[src/rtl/ec_pkg.sv]
// Shared types for the EC sequence counter: count modes and controller states.
package ec_pkg;

    typedef enum logic [1:0] {
        UP_HALT   = 2'b00,
        DOWN_HALT = 2'b01,
        UP_WRAP   = 2'b10,
        PING_PONG = 2'b11
    } ec_mode_t;

    typedef enum logic [1:0] {
        ST_LOAD = 2'b00,
        ST_RUN  = 2'b01,
        ST_HALT = 2'b10
    } ec_state_t;

    // Halt modes finish with H set; the other two run until reset.
    function automatic logic is_halt_mode(input ec_mode_t m);
        return (m == UP_HALT) || (m == DOWN_HALT);
    endfunction

endpackage

[src/rtl/ec_prescaler.sv]
// Divides enabled cycles by PRESCALE and emits a one-cycle step strobe.
// The phase is held while en is low; clr restarts the interval.
module ec_prescaler #(
    parameter int unsigned PRESCALE = 1
) (
    input  logic clk,
    input  logic Reset,
    input  logic en,
    input  logic clr,
    output logic step
);

    localparam int unsigned CW = (PRESCALE > 1) ? $clog2(PRESCALE) : 1;
    localparam logic [CW-1:0] LAST = CW'(PRESCALE - 1);

    logic [CW-1:0] cnt_q;
    logic [CW-1:0] cnt_d;
    logic          at_last;

    // With PRESCALE = 1 the counter is pinned at 0, so step simply follows en.
    assign at_last = (cnt_q == LAST);
    assign step    = en && !clr && at_last;

    always_comb begin
        // NOTE: every combinational output gets a default first so no path leaves it unassigned (no latch).
        cnt_d = cnt_q;
        if (clr) begin
            cnt_d = '0;
        end else if (en) begin
            cnt_d = at_last ? '0 : cnt_q + CW'(1);
        end
    end

    // NOTE: sequential state uses non-blocking assignment so every register samples pre-edge values.
    always_ff @(posedge clk) begin
        if (Reset) begin
            cnt_q <= '0;
        end else begin
            cnt_q <= cnt_d;
        end
    end

endmodule

[src/rtl/ec_seq_counter.sv]
// Target counter: latches A and mode after reset, steps led toward A at a prescaled rate,
// and reports completion (H), end-of-span turnarounds (wrap) and direction (dir).
module ec_seq_counter
    import ec_pkg::*;
#(
    parameter int unsigned WIDTH    = 8,
    parameter int unsigned PRESCALE = 1
) (
    input  logic             clk,
    input  logic             Reset,
    input  logic [WIDTH-1:0] A,
    input  logic [1:0]       mode,
    input  logic             en,
    output logic [WIDTH-1:0] led,
    output logic             H,
    output logic             wrap,
    output logic             dir
);

    ec_state_t        state_q, state_d;
    ec_mode_t         mode_q, mode_d;
    ec_mode_t         mode_in;
    logic [WIDTH-1:0] tgt_q, tgt_d;
    logic [WIDTH-1:0] led_q, led_d;
    logic             h_q, h_d;
    logic             wrap_q, wrap_d;
    logic             dir_q, dir_d;

    logic             step;
    logic             presc_en;
    logic             presc_clr;
    logic [WIDTH-1:0] led_inc;
    logic [WIDTH-1:0] led_dec;
    logic             halt_hit;

    assign mode_in = ec_mode_t'(mode);
    assign led_inc = led_q + WIDTH'(1);
    assign led_dec = led_q - WIDTH'(1);

    // Never wraps arithmetically: led stays within 0..tgt in every mode.
    assign halt_hit = ((mode_q == UP_HALT)   && (led_inc == tgt_q)) ||
                      ((mode_q == DOWN_HALT) && (led_dec == '0));

    assign presc_en  = en && (state_q == ST_RUN);
    assign presc_clr = (state_q == ST_LOAD);

    ec_prescaler #(
        .PRESCALE (PRESCALE)
    ) u_prescaler (
        .clk   (clk),
        .Reset (Reset),
        .en    (presc_en),
        .clr   (presc_clr),
        .step  (step)
    );

    always_ff @(posedge clk) begin
        if (Reset) begin
            state_q <= ST_LOAD;
        end else begin
            state_q <= state_d;
        end
    end

    always_comb begin
        state_d = state_q;
        case (state_q)
            ST_LOAD: state_d = (is_halt_mode(mode_in) && (A == '0)) ? ST_HALT : ST_RUN;
            ST_RUN:  if (step && halt_hit) state_d = ST_HALT;
            ST_HALT: state_d = ST_HALT;
            default: state_d = ST_LOAD;
        endcase
    end

    // Datapath: value, latched configuration and flags advance together on a step.
    always_comb begin
        tgt_d  = tgt_q;
        mode_d = mode_q;
        led_d  = led_q;
        h_d    = h_q;
        wrap_d = 1'b0;
        dir_d  = dir_q;
        case (state_q)
            ST_LOAD: begin
                tgt_d  = A;
                mode_d = mode_in;
                led_d  = (mode_in == DOWN_HALT) ? A : '0;
                dir_d  = (mode_in == DOWN_HALT);
                h_d    = is_halt_mode(mode_in) && (A == '0);
            end
            ST_RUN: begin
                if (step) begin
                    case (mode_q)
                        UP_HALT: begin
                            led_d = led_inc;
                            h_d   = halt_hit;
                        end
                        DOWN_HALT: begin
                            led_d = led_dec;
                            h_d   = halt_hit;
                        end
                        UP_WRAP: begin
                            if (led_q == tgt_q) begin
                                led_d  = '0;
                                wrap_d = 1'b1;
                            end else begin
                                led_d = led_inc;
                            end
                        end
                        PING_PONG: begin
                            if (tgt_q == '0) begin
                                wrap_d = 1'b1;
                            end else if (!dir_q) begin
                                led_d = led_inc;
                                if (led_inc == tgt_q) begin
                                    dir_d  = 1'b1;
                                    wrap_d = 1'b1;
                                end
                            end else begin
                                led_d = led_dec;
                                if (led_dec == '0) begin
                                    dir_d  = 1'b0;
                                    wrap_d = 1'b1;
                                end
                            end
                        end
                        default: led_d = led_q;
                    endcase
                end
            end
            default: led_d = led_q;
        endcase
    end

    always_ff @(posedge clk) begin
        if (Reset) begin
            tgt_q  <= '0;
            mode_q <= UP_HALT;
            led_q  <= '0;
            h_q    <= 1'b0;
            wrap_q <= 1'b0;
            dir_q  <= 1'b0;
        end else begin
            tgt_q  <= tgt_d;
            mode_q <= mode_d;
            led_q  <= led_d;
            h_q    <= h_d;
            wrap_q <= wrap_d;
            dir_q  <= dir_d;
        end
    end

    always_comb begin
        led  = led_q;
        H    = h_q;
        wrap = wrap_q;
        dir  = dir_q;
    end

endmodule

[config.mk]
export PLATFORM = sky130hd
export DESIGN_NAME = ec_seq_counter
export DESIGN_NICKNAME = d
export VERILOG_FILES = /design/src/rtl/ec_pkg.sv /design/src/rtl/ec_prescaler.sv /design/src/rtl/ec_seq_counter.sv
export SDC_FILE = /design/constraint.sdc
export NUM_CORES = 1
export LEC_CHECK = 0
export CAP_MARGIN = 25
export CORE_MARGIN = 1
export CORE_UTILIZATION = 45
export CTS_BUF_LIST = sky130_fd_sc_hd__clkbuf_4 sky130_fd_sc_hd__clkbuf_8 sky130_fd_sc_hd__clkbuf_16
export DETAILED_ROUTE_END_ITERATION = 8
export HOLD_SLACK_MARGIN = 0.03
export PLACE_DENSITY = 0.71
export SLEW_MARGIN = 25
export SYNTH_ARGS = -nofsm -noshare
export SYNTH_HDL_FRONTEND = slang
export SYNTH_HIERARCHICAL = 1
export SYNTH_SLANG_ARGS = --single-unit
[constraint.sdc]
create_clock -name clk -period 7 [get_ports clk]
set_clock_uncertainty 0.1 [all_clocks]
set_input_delay 1.05 -clock clk [delete_from_list [all_inputs] [get_ports clk]]
set_output_delay 1.05 -clock clk [all_outputs]
set_load 0.02 [all_outputs]
After elaboration in Yosys (flattened, before gate mapping)
Cells that the tools add are included.
Storage, ports and cells
  bits in registers: 24
  output and inout port bits: 11
  logic and storage cells: 77
Cells by class
  $add $sub $neg: 3
  equal/unequal tests: 14
  multiplexer cells: 26
  bitwise gates (word level): 3
  reduce and logical (&&, ||, !) cells: 23
Operators with widths (number)
  $mux W8: 5
  $pmux W8 S4: 1
  $logic_not A8 Y1: 3
  $eq A8 B8 Y1: 2
  $pmux W8 S2: 1
  $mux W1: 13
  $add A8 B1 Y8 const B: 1
  $sub A8 B1 Y8 const B: 1
  $logic_and A1 B1 Y1: 7
  $eq A2 B1 Y1 const B: 3
  $eq A2 B2 Y1 const B: 3
  $logic_not A2 Y1: 3
  $ne A2 B2 Y1 const B: 3
  $pmux W1 S2: 3
  $pmux W2 S3: 1
  $reduce_and A3 Y1: 2
  $mux W2: 2
  $ne A2 B1 Y1 const B: 2
  $reduce_and A4 Y1: 1
  $reduce_or A2 Y1: 2
  $ne A3 B3 Y1 const B: 1
  $not A1 Y1: 3
  $reduce_or A3 Y1: 1
  $logic_or A1 B1 Y1: 2
  other kinds (3): 3

Logic depth before layout (Yosys ltp)
  depth in word-level cells: 8
  mapped depth: 12
  depth with buffers taken out: 10

By module
Netlist, hierarchy kept.
By module, submodules not included
  ec_seq_counter: instances 1, cells an instance 246, area each 1859.3 µm², seq. area each 460.4 µm²
  ec_prescaler: instances 1, cells an instance 1, area each 13.8 µm², seq. area each 0.0 µm²

Least setup slack after synthesis
Ideal clock, no wire load.
  kind: reg2reg
  start: register led_q[0] (netlist: led[0])
  end: register state_q[1]
  library setup time: 0.121 ns
  arrival: 2.773 ns
  data required time: 6.779 ns
  setup slack: 4.005 ns
  stages on the path, launching flop included: 10
  path buffers: 1
  cell sequence: dfxtp_1 clkbuf_1 inv_1 ha_1 or3b_4 o31a_1 or4_4 o31ai_4 nor2_1 mux2_4
On the way
  word-level cells in the longest chain between the ends: 6
  elaborated cells on any way between the ends: 9
  those cells by class: add/sub (2); eq/ne (2); reduce/logical (5)
RTL lines
  start: declaration: line ec_seq_counter.sv:24  | logic [WIDTH-1:0] led_q, led_d;
  start signal: assignment: line ec_seq_counter.sv:146  | led_q <= led_d;
  $add A8 B1 Y8 or $sub A8 B1 Y8 (tied branches): line ec_seq_counter.sv:37, ec_seq_counter.sv:38
  $eq A8 B8 Y1 or $logic_not A8 Y1 (tied branches): line ec_seq_counter.sv:41, ec_seq_counter.sv:42
  $logic_and A1 B1 Y1 (on tied branches): line ec_seq_counter.sv:41, ec_seq_counter.sv:42
  $logic_or A1 B1 Y1 *: line ec_seq_counter.sv:41  | assign halt_hit = ((mode_q == UP_HALT) && (led_inc == tgt_q)) ||
  $logic_and A1 B1 Y1 *: line ec_seq_counter.sv:69  | ST_RUN: if (step && halt_hit) state_d = ST_HALT;
  $ne A2 B1 Y1 (no line) *
  end signal: assignment: line ec_seq_counter.sv:61  | state_q <= state_d;
  end: declaration: line ec_seq_counter.sv:20  | ec_state_t state_q, state_d;
Mark *: on every way between the ends. The rest lies on a longest branch, timed or not.
A chain may end at the register's enable or synchronous reset.

Final worst setup path
  start: register led_q[1] (netlist: led[1])
  end: register state_q[1]
The elaborated chain is that of the path after synthesis.

==> flow_summary.ini <==
[status]
run_status = finished, final reports clean

[worst_setup_path]
critPathMaxFanout = 13
crit_family = simple AND/OR/NAND/NOR gates
worstPathRequired_ns = 7.07
cp-startpoint = led[1]
r2r-start = led[1]
slowest_stage = or4_4
critical-path-max-stage-delay_ns = 0.57
r2r-end = state_q[1]
cp.arrival_ns = 3.18
critPathKind = flip-flop to flip-flop
cp-start-kind = flip-flop
crit_buf_inv = 1
crit_chain = inv_1 -> ha_1 -> or3b_4 -> o31a_1 -> or4_4 -> o31ai_4 -> nor2_1 -> mux2_4
end_kind = flip-flop
reg2regPathDepth = 8
rrSetupSlack_ns = 3.89

[logic_synthesis]
synth_ff_type = dfxtp_1
synth-edff-count = 0
synth_common_cells = 32 x nor2_1, 23 x dfxtp_1, 20 x nand2_1
synth_seq_cells = 23
netlist.area_leader.share_pct = 24.6
syn_area_per_cell_sq_um = 7.58
yosys.cell_types.count = 54
synth_nets = 266
synth-simple-area-share_pct = 28.5
netlist_top_cells_area = dfxtp_1 25%, xnor2_1 6.5%, nor2_1 6.4%, mux2i_1 5.9%, ha_1 4.0%
synthMuxAreaShare_pct = 6.68
yosysMostFrequentCell = nor2_1
ys_seq_area_share_pct = 24.6
synth_area_sq_um = 1870
synth_top_family_by_area = simple AND/OR/NAND/NOR gates
synth-xor-area-share_pct = 7.48
yosysWarnings = 6
synthArstFlopShare_pct = 0
syn_inst = 247
synth_compound_area_share_pct = 23.0
yosys.area.top_type = dfxtp_1
synthAdderAreaFrac_pct = 4.01

[sta]
slew_headroom_pct = 36.5
worst_pin_slew_ns = 0.949
rsz0062_at_grt = no
final.min_clock_period_ns = 3.11
drv_slew = 0
fin_ws_ns = 3.89
setup_violations = 0
max_freq_ghz = 0.321
timing.final.crit_share_pct = 44.5
fin_tns_setup_ns = 0
hold_viol = 0

[clock_network]
h-tree-depth = 1
cts_setup_buffers = 0
insertion_delay_ns = 0.27
cts.repair.resized = 0
cts-hold-fix-buffers = 0
cts.sinks = 23
clk_path_buf_depth = 2
cts-root-buf = clkbuf_8
cts_tree = yes
numCtsBuffers = 3
clk_pin_slew_worst_paths_ns = 0.09

[pwr]
p_clk_share_pct = 10.3
peakVddDrop_mv = 0.194
swShare_pct = 48.0
pwr-share-comb_pct = 61.1
p_per_area_nw_per_um2 = 394
internal-power_mw = 0.440
pwr-share-seq_pct = 28.7
leakage_nw = 0.761
power_switching_mw = 0.407

[global_routing]
grt_util_all_layers_pct = 25.7
overflow = 0
grt_max_degree = 25
grt_pass1_vias = 1766
grt_pass1_wl_um = 8460
antenna_found_initial = 0

[drt]
dr.pass1.iters = 4
vias = 1870
wl_um = 5060
wire_per_inst_um = 16.5
drt_iter0_markers = 158
ant_nets = 0
drc_errors = 0
viasPerCell = 6.11

[place]
place_hpwl_um = 3690
routabilityCongestion = 0.971
pre_cts_ws_ns = 3.74
io_buffer_count = 23

[finish]
diodes = 0
fin_nets = 276
drive_above_1_share_pct = 4.30
fillers = 411
syn_to_final_growth_pct = 14.7

[die]
row_count = 23
design.core.area_sq_um = 4000
die-height_um = 66.5
dieWidth_um = 66.5
dieArea_sq_um = 4420
initial_core_util_pct = 46.8
num_io_pins = 24

[run]
cap_viol_max_count = 0

[min_path]
hold_path.class = flip-flop to flip-flop
hold_depth = 2
min_from = H
min_to = H
-- power by group through the flow --
| stage | clock network, mW | logic [mW] | registers [mW] |
|---|---|---|---|
| floorplan | 0 | 0.412 | 0.217 |
| global placement | 0 | 0.506 | 0.243 |
| detailed placement | 0 | 0.510 | 0.244 |
| CTS | 0.0896 | 0.512 | 0.241 |
| global route | 0.0933 | 0.569 | 0.251 |
| finish | 0.0868 | 0.517 | 0.243 |
-- flip-flops by register name (all words and copies together) (netlist names) --
name     count
led          8
state_q      2
wrap         1
mode_q       2
H            1
tgt_q        8
dir          1
-- kinds of logic (layout without fill, tap and decap cells) --
| logic type | Yosys count | count (layout) |
|---|---|---|
| adder cells (fa/ha/maj) | 6 | 6 |
| AO/OA/AOI/OAI | 58 | 58 |
| buffers and inverters | 29 | 38 |
| AND/OR/NAND/NOR | 103 | 103 |
| XOR/XNOR | 16 | 16 |
| flip-flops | 23 | 23 |
| multiplexers | 12 | 12 |
-- area by class of cell --
class / count / area (sq um) / area share [%]
Clock inverter: 1 / 5.00 / 0.233
Inverter: 10 / 37.5 / 1.75
Timing Repair Buffer: 24 / 238 / 11.1
Sequential cell: 23 / 460 / 21.4
Clock buffer: 3 / 41.3 / 1.92
Tap cell: 50 / 62.6 / 2.91
Multi-Input combinational cell: 195 / 1300 / 60.7
-- stage by stage --
step	instance area (sq um)	instances	power, mW	hold WS [ns]	utilization (%)
after floorplan	1870	247	0.628	0.405	-
after global placement	2100	302	0.749	0.409	52.5
after detailed placement	2100	302	0.754	0.410	52.5
after CTS	2150	306	0.843	0.423	53.7
after global routing	2150	306	0.914	0.454	53.7
final	2150	306	0.846	0.423	53.7
-- worst reg2reg max path: stages, from the launching register on --
cell     delay (ns)
dfxtp_1        0.48
inv_1          0.20
ha_1           0.27
or3b_4         0.43
o31a_1         0.28
or4_4          0.57
o31ai_4        0.26
nor2_1         0.10
mux2_4         0.32
-- per-layer routing --
metal / track usage (%) / wire length (um)
met1: 34.3 / 2310
met2: 42.3 / 2290
met3: 3.60 / 390
met4: 7.98 / 76
met5: 0 / 0
-- worst max path at each step --
stage               cells past startpoint    endpoint
floorplan                               9  state_q[1]
global placement                        8      led[7]
detailed placement                      8      led[7]
CTS                                     8  state_q[1]
global route                            8  state_q[1]
finish                                  8  state_q[1]
-- cell usage in the layout (no fill, tap or decap), drive strengths merged, types with 6 or more instances in the layout --
master,Yosys,layout
o21ai,8,8
inv,10,10
a21oi,9,9
nor4,10,10
nor3,9,9
clkdlybuf4s50,0,23
xnor2,14,14
nand2,20,20
dfxtp,23,23
nor2,32,32
nand3,7,7
mux2i,11,11
ha,6,6
Power figures use the tool's default switching activity.
